**src/rtl/fp_ext_pkg.sv**
```systemverilog
// Shared FPU constants: FCLASS bit indices, operand format encodings,
// exponent rebias offsets and the packed extended-operand layout.
package fp_ext_pkg;

  // RISC-V FCLASS one-hot bit positions
  localparam int CLS_NEG_INF  = 0;
  localparam int CLS_NEG_NORM = 1;
  localparam int CLS_NEG_SUB  = 2;
  localparam int CLS_NEG_ZERO = 3;
  localparam int CLS_POS_ZERO = 4;
  localparam int CLS_POS_SUB  = 5;
  localparam int CLS_POS_NORM = 6;
  localparam int CLS_POS_INF  = 7;
  localparam int CLS_SNAN     = 8;
  localparam int CLS_QNAN     = 9;

  // operand formats (2/3 reserved)
  localparam logic [1:0] FMT_FP32 = 2'd0;
  localparam logic [1:0] FMT_FP64 = 2'd1;

  // rebias into the 12-bit internal exponent (internal bias 2047)
  localparam logic [11:0] BIAS_S_NORM = 12'h780;
  localparam logic [11:0] BIAS_S_SUB  = 12'h781;
  localparam logic [11:0] BIAS_D_NORM = 12'h400;
  localparam logic [11:0] BIAS_D_SUB  = 12'h401;

  typedef struct packed {
    logic        sign;
    logic [11:0] exp;
    logic [51:0] frac;
  } fp_ext_t;

endpackage

```
**src/rtl/fp_ext_unit.sv**
```systemverilog
// FP operand unpacker: FP32/FP64 -> 65-bit {sign, exp[11:0], frac[51:0]}
// with subnormals normalized, plus the 10-bit FCLASS one-hot.
// Ports:
//   fp_ext_i_clk / fp_ext_i_rst_n  clock, async active-low reset
//   fp_ext_i_data[63:0]            operand (FP32 in [31:0])
//   fp_ext_i_fmt[1:0]              0=FP32, 1=FP64, 2/3 reserved
//   lzc_i_a[63:0]                  comb operand to the shared external LZC
//   lzc_o_c[5:0]                   LZC return (inverted leading-zero count)
//   fp_ext_o_result[64:0]          registered extended operand
//   fp_ext_o_classification[9:0]   registered FCLASS one-hot
module fp_ext_unit
  import fp_ext_pkg::*;
(
  input  logic        fp_ext_i_clk,
  input  logic        fp_ext_i_rst_n,
  input  logic [63:0] fp_ext_i_data,
  input  logic [1:0]  fp_ext_i_fmt,
  output logic [63:0] lzc_i_a,
  input  logic [5:0]  lzc_o_c,
  output logic [64:0] fp_ext_o_result,
  output logic [9:0]  fp_ext_o_classification
);

  logic [5:0]  cnt;
  logic [7:0]  e32;
  logic [22:0] f32, f32_sh;
  logic [10:0] e64;
  logic [51:0] f64, f64_sh;
  logic        e_ones, e_zero, m_zero;
  fp_ext_t     res;
  logic [9:0]  cls;

  assign e32 = fp_ext_i_data[30:23];
  assign f32 = fp_ext_i_data[22:0];
  assign e64 = fp_ext_i_data[62:52];
  assign f64 = fp_ext_i_data[51:0];

  // Top bit cleared and trailing ones padded so the count is 1 + lz(frac),
  // saturating at 24 / 53 for a zero fraction.
  assign lzc_i_a = (fp_ext_i_fmt == FMT_FP32) ? {1'b0, f32, 40'hFF_FFFF_FFFF}
                                              : {1'b0, f64, 11'h7FF};
  assign cnt     = ~lzc_o_c;

  // Shifting by 1 + lz pushes the leading one out of the fraction field.
  assign f32_sh = f32 << cnt;
  assign f64_sh = f64 << cnt;

  always_comb begin
    res = '0;
    case (fp_ext_i_fmt)
      FMT_FP32: begin
        res.sign = fp_ext_i_data[31];
        if (&e32) begin
          res.exp         = 12'hFFF;
          res.frac[51:29] = f32;
        end else if (|e32) begin
          res.exp         = {4'h0, e32} + BIAS_S_NORM;
          res.frac[51:29] = f32;
        end else if (cnt < 6'd24) begin
          res.exp         = BIAS_S_SUB - {6'd0, cnt};
          res.frac[51:29] = f32_sh;
        end
      end
      FMT_FP64: begin
        res.sign = fp_ext_i_data[63];
        if (&e64) begin
          res.exp  = 12'hFFF;
          res.frac = f64;
        end else if (|e64) begin
          res.exp  = {1'b0, e64} + BIAS_D_NORM;
          res.frac = f64;
        end else if (cnt < 6'd53) begin
          res.exp  = BIAS_D_SUB - {6'd0, cnt};
          res.frac = f64_sh;
        end
      end
      default: res = '0;
    endcase
  end

  // Reserved formats still classify from the FP64 fields, with sign 0.
  always_comb begin
    if (fp_ext_i_fmt == FMT_FP32) begin
      e_ones = &e32;
      e_zero = ~|e32;
      m_zero = ~|f32;
    end else begin
      e_ones = &e64;
      e_zero = ~|e64;
      m_zero = ~|f64;
    end
  end

  always_comb begin
    cls = '0;
    if (e_ones) begin
      if (m_zero) cls[res.sign ? CLS_NEG_INF : CLS_POS_INF] = 1'b1;
      else        cls[res.frac[51] ? CLS_QNAN : CLS_SNAN]   = 1'b1;
    end else if (e_zero) begin
      if (m_zero) cls[res.sign ? CLS_NEG_ZERO : CLS_POS_ZERO] = 1'b1;
      else        cls[res.sign ? CLS_NEG_SUB  : CLS_POS_SUB]  = 1'b1;
    end else begin
      cls[res.sign ? CLS_NEG_NORM : CLS_POS_NORM] = 1'b1;
    end
  end

  always_ff @(posedge fp_ext_i_clk or negedge fp_ext_i_rst_n) begin
    if (!fp_ext_i_rst_n) begin
      fp_ext_o_result         <= '0;
      fp_ext_o_classification <= '0;
    end else begin
      fp_ext_o_result         <= res;
      fp_ext_o_classification <= cls;
    end
  end

endmodule

```
**config.mk**
```make
export PLATFORM = sky130hd
export DESIGN_NAME = fp_ext_unit
export DESIGN_NICKNAME = d
export VERILOG_FILES = /design/src/rtl/fp_ext_pkg.sv /design/src/rtl/fp_ext_unit.sv
export SDC_FILE = /design/constraint.sdc
export NUM_CORES = 1
export LEC_CHECK = 0
export ABC_CLOCK_PERIOD_IN_PS = 1700
export BUFFER_PORTS_ARGS = -buffer_cell sky130_fd_sc_hd__buf_4
export CORE_ASPECT_RATIO = 1.2
export CORE_MARGIN = 2
export CORE_UTILIZATION = 55
export CTS_CLUSTER_DIAMETER = 80
export DETAILED_ROUTE_END_ITERATION = 8
export PLACE_DENSITY = 0.82
export SETUP_SLACK_MARGIN = 0.15
export SLEW_MARGIN = 20
export SYNTH_ARGS = -nofsm -noshare
export SYNTH_HDL_FRONTEND = slang
export SYNTH_SLANG_ARGS = --single-unit
```
**constraint.sdc**
```tcl
create_clock -name fp_ext_i_clk -period 1.7 [get_ports fp_ext_i_clk]
set_clock_uncertainty 0.1 [all_clocks]
set_input_delay 0.17 -clock fp_ext_i_clk [delete_from_list [all_inputs] [get_ports fp_ext_i_clk]]
set_output_delay 0.17 -clock fp_ext_i_clk [all_outputs]
set_load 0.05 [all_outputs]
```
==> results of run 1 <==
==> logic make-up after synthesis <==
family	Yosys count	share of synthesized area (%)
buffers and inverters	134	8.581
multiplexers	155	29.71
AND/OR/NAND/NOR	366	20.37
adder cells (fa/ha/maj)	2	0.3026
AO/OA/AOI/OAI	212	18.04
other	2	0.09083
flip-flops	75	22.70
XOR/XNOR	2	0.2119
==> metrics by stage <==
step,setup TNS (ns),setup WS [ns],hold WS (ns)
2_1_floorplan,-7.394,-0.3226,-0.2256
3_5_place_dp,-35.77,-0.9649,-0.02435
3_3_place_gp,-30.64,-0.8595,-0.03508
4_1_cts,-0.8925,-0.1435,0.08025
==> cells in the mapped netlist, drive strengths merged, types with 6 or more instances <==
cell type	instances
clkbuf	66
nor2b	6
buf	58
a221oi	8
and2	9
o211ai	9
nor2	64
o22ai	14
nand4	7
and3	10
nand2	152
nor4	14
a221o	7
a21oi	39
nand2b	36
a211oi	9
a22oi	25
inv	9
a22o	10
nor3	32
a31oi	7
mux2i	59
mux2	28
mux4	68
nand3	27
o21ai	37
dfrtp	75
==> timing repair <==
action,in CTS
cloned,8
buffers inserted,27
gates resized for setup,248
endpoints found under the hold margin,75
hold buffers,1
pin swaps,54
endpoints found under the setup margin,122
==> layer usage <==
metal  overflow  global-route usage [%]
met3          5                   60.41
met2         97                   93.57
met1          5                   79.79
met5          1                   27.30
met4         76                   79.20
==> qor.yml, run 1 <==
clock_tree:
  h-tree-depth: 3
  cts-root-buf: "clkbuf_16"
  cts_made_buffers: 9
  clk_path_buf_depth: 2
  cts.sinks: 75
synth:
  synth_area_leaders: "dfrtp_1 23%, mux4_2 17%, mux2i_1 7.1%, nand2_1 6.9%, mux2_2 3.3%"
  seq_area_frac_synth_pct: 22.70
  netlist_area_um2: 8268
  yosys.area.top_type_share_pct: 22.70
  ys_seq_elements: 75
  netlist_instances: 948
  synth_ff_type: "dfrtp_1"
  ys.warnings.count: 0
  synth_largest_area_cell: "dfrtp_1"
  ys_types: 69
  synth_edf_count: 0
  avgSynthCellArea_um2: 8.721
  async_flop_share_pct: 100.0
global_routing:
  grt-ovfl-total: 184
  grt_pass1_wl_um: 94610
  grt_max_degree: 55
  first_global_vias: 14745
  grt_usage_pct: 78.24
status:
  status: "stopped before the end"
  error: "[ERROR GRT-0116] Global routing finished with congestion. Check the congestion regions in the DRC Viewer."
  stop_stage: "global routing (5_1_grt)"
place:
  portBuffers: 200
  routabilityCongestion: 1.266
  dp_hpwl_um: 32710
  place_area_um2: 12230
  placed_cells: 1569
die:
  die_height_um: 138.3
  num_rows: 49
  io_pins: 213
  dieWidth_um: 115.9
  floorplan.initialDensity_pct: 55.73
==> run 2: changes to the inputs <==
--- a/config.mk
+++ b/config.mk
@@ -7,13 +7,10 @@
 export LEC_CHECK = 0
 export ABC_CLOCK_PERIOD_IN_PS = 1700
 export BUFFER_PORTS_ARGS = -buffer_cell sky130_fd_sc_hd__buf_4
-export CORE_ASPECT_RATIO = 1.2
 export CORE_MARGIN = 2
-export CORE_UTILIZATION = 55
-export CTS_CLUSTER_DIAMETER = 80
+export CORE_UTILIZATION = 40
 export DETAILED_ROUTE_END_ITERATION = 8
-export PLACE_DENSITY = 0.82
-export SETUP_SLACK_MARGIN = 0.15
+export PLACE_DENSITY_LB_ADDON = 0.15
 export SLEW_MARGIN = 20
 export SYNTH_ARGS = -nofsm -noshare
 export SYNTH_HDL_FRONTEND = slang
==> run 2 against run 1 <==
  * The flow now finishes, with violations (negative setup slack)
  * Synthesized area unchanged
  * Synthesized cell count did not move
==> qor.yml, run 2 <==
status:
  status: "finished, violations left"
  failed_checks: "negative setup slack"
routing:
  met2_length_um: 21450
  wl_met1_um: 17940
  drt_iter0_markers: 1429
  post_drt_wl_per_cell_um: 28.00
  highest_layer: "met4"
  route.met3.wl_um: 5580
  postRouteWirelength_um: 48180
  vias_per_cell: 6.378
  drtAntennaViolNets: 0
  vias: 10977
  remaining_drc_errors: 0
  drtPass1Iterations: 6
synth:
  ys_types: 69  # unchanged
  ys.warnings.count: 0  # unchanged
  async_flop_share_pct: 100.0  # unchanged
  seq_area_frac_synth_pct: 22.70  # unchanged
  avgSynthCellArea_um2: 8.721  # unchanged
  synth_ff_type: "dfrtp_1"
  synth_largest_area_cell: "dfrtp_1"
  netlist_area_um2: 8268  # unchanged
  synth_edf_count: 0  # unchanged
  netlist_instances: 948  # unchanged
  synth_area_leaders: "dfrtp_1 23%, mux4_2 17%, mux2i_1 7.1%, nand2_1 6.9%, mux2_2 3.3%"
  ys_seq_elements: 75  # unchanged
  synthTopCellsByCount: "152 x nand2_1, 75 x dfrtp_1, 66 x clkbuf_1"
  yosysMostFrequentCell: "nand2_1"
  yosys.area.top_type_share_pct: 22.70  # unchanged
final_layout:
  num_antenna_cells: 0
  largest-register: "fp_ext_o_result"
  area_growth_pct: 74.45
  largest_reg_flops: 65
  final_cell_mix: "526 x buf_4, 129 x nand2_1, 75 x dfrtp_1, 67 x mux4_2, 48 x nor2_1"
  final_cells: 1721
  final_nets: 1522
  drive_gt1_share_pct: 59.75
  fillerInstances: 1554
  mostFrequentLayoutCell: "buf_4"
  final_core_util_pct: 71.28
  top_regs: "fp_ext_o_result (65), fp_ext_o_classification (10)"
clock_tree:
  clk_path_buf_depth: 2  # unchanged
  cts-root-buf: "clkbuf_16"
  cts_tree: "done"
  h-tree-depth: 3  # unchanged
  clkSlewWorstSetupHoldPaths_ns: 0.07
  cts_made_buffers: 9  # unchanged
  cts.sinks: 75  # unchanged
die:
  die_height_um: 147.8  # +6.8%
  num_rows: 52  # +6.1%
  coreArea_um2: 20230
  floorplan.initialDensity_pct: 40.86  # -15 points
  dieWidth_um: 147.8  # +27%
  die_area_um2: 21840
  io_pins: 213  # unchanged
power_and_ir_drop:
  p_leak_nw: 6.668
  power_density_nw_per_um2: 589.1
  vdd_drop_max_mv: 0.4967
global_routing:
  grt_pass1_wl_um: 69030
  first_global_vias: 10574
  grt_max_degree: 62
  grt-ovfl-total: 0
  antenna_found_initial: 0
  grt_usage_pct: 43.03
run:
  drv_cap: 0
setup_path:
  start_kind: "input pin"
  crit_family: "multiplexers"
  crit_top_cell: "buf_12"
  end_kind: "flop"
  cp.required_ns: 1.81
  worstPathMaxFanout: 8
  crit_slowest_cell: "mux4_2"
  cp.arrival_ns: 2.04
  crit_buf_inv: 4
  crit_path_max_incr_delay_ns: 0.51
  cp_cell_sequence: "buf_16, buf_12, buf_12, buf_4, mux4_2, mux2_4, o21ai_4, nor2_1, a221o_1"
  worstSetupPathType: "in -> reg"
timing:
  fin_crit_ns: 1.929
  fmax_mhz: 518.4
  setup_slack_ns: -0.2291
  tightest_slew_ns: 0.6462
  hold_ws_ns: 0.1079
  grt_setup_unrepaired: "true"
  timing_hold_violations_final: 0
  finalSetupViolCount: 33
  drv_slew: 0
  period_share_pct: 113.5
  max_slew_margin_pct: 56.88
place:
  routabilityCongestion: 1.124  # -11%
  dp_slack_ns: -0.8358  # +0.1291 ns
  portBuffers: 200  # unchanged
  placed_cells: 1668  # +6.3%
  dp_hpwl_um: 38170  # +17%
min_path:
  min_path_type: "in -> reg"
## run 2: cell counts after synthesis
Identical to the previous run, type by type.
## run 2: kinds of logic (layout without fill, tap and decap cells)
group / count (synthesis) / in the layout / share of synthesized area (%)
and+or+nand+nor: 366 / 366 / 20.37
DFF: 75 / 75 / 22.70
other: 2 / 12 / 0.09083
AOI/OAI and AO/OA: 212 / 212 / 18.04
buffers and inverters: 134 / 627 / 8.581
adders and majority gates: 2 / 2 / 0.3026
xor gates and xnor gates: 2 / 2 / 0.2119
muxes: 155 / 155 / 29.71
## run 2: routing by layer
| metal | GRT usage [%] | up-vias |
|---|---|---|
| li1 | - | 4548 |
| met1 | 56.24 | 5288 |
| met2 | 67.56 | 925 |
| met3 | 8.488 | 216 |
| met4 | 22.93 | 0 |
| met5 | 0 | - |
## run 2: path summary, 6_finish.rpt
path,from,to,slack (ns),cells past startpoint
max in group asynchronous,fp_ext_i_rst_n,fp_ext_o_result[63]$_DFF_PN0_,0.79,3
min in group asynchronous,fp_ext_i_rst_n,fp_ext_o_classification[0]$_DFF_PN0_,0.18,2
max,lzc_o_c[0],fp_ext_o_result[26]$_DFF_PN0_,-0.23,9
min,fp_ext_i_data[61],fp_ext_o_result[61]$_DFF_PN0_,0.11,4
## run 2: power breakdown
| part | total [mW] | switching, mW | internal [mW] | leakage, nW |
|---|---|---|---|---|
| clock network | 1.98 | 0.793 | 1.19 | 0.146 |
| registers | 1.90 | 0.0300 | 1.87 | 0.991 |
| logic | 4.61 | 2.65 | 1.96 | 5.53 |
| total | 8.50 | 3.48 | 5.02 | 6.67 |
## run 2: tightest hold or removal path: stages
cell     delay (ns)
buf_4          0.09
buf_4          0.10
o21ai_0        0.08
nand2_1        0.07
## run 2: final cells by class
cell class	count	area, µm²	area share (%)
clock inverters	6	71.32	0.4944
clock buffers	10	239.0	1.657
flip-flops and latches	75	1877	13.01
repair buffers	601	5151	35.71
well taps	270	337.8	2.342
multi-input cells	749	6710	46.52
inverters	10	37.54	0.2602
## run 2: per-stage QoR
stage / area [µm²] / setup TNS [ns] / power (mW)
after CTS: 13690 / -2.503 / 8.138
after global routing: 14420 / -3.947 / 8.716
after detailed placement: 12630 / -40.51 / 5.900
after global placement: 12630 / -39.17 / 5.893
after floorplan: 8551 / -7.371 / 4.072
final: 14420 / -2.934 / 8.496
## run 2: repair_timing
action	CTS	global route
gates cloned	3	2
hold buffers	1	0
pin swaps	26	46
setup endpoints to repair	87	79
hold endpoints to repair	59	0
setup buffers	16	18
resized for setup	128	117
Note: power is estimated with default switching activity, not from simulation.
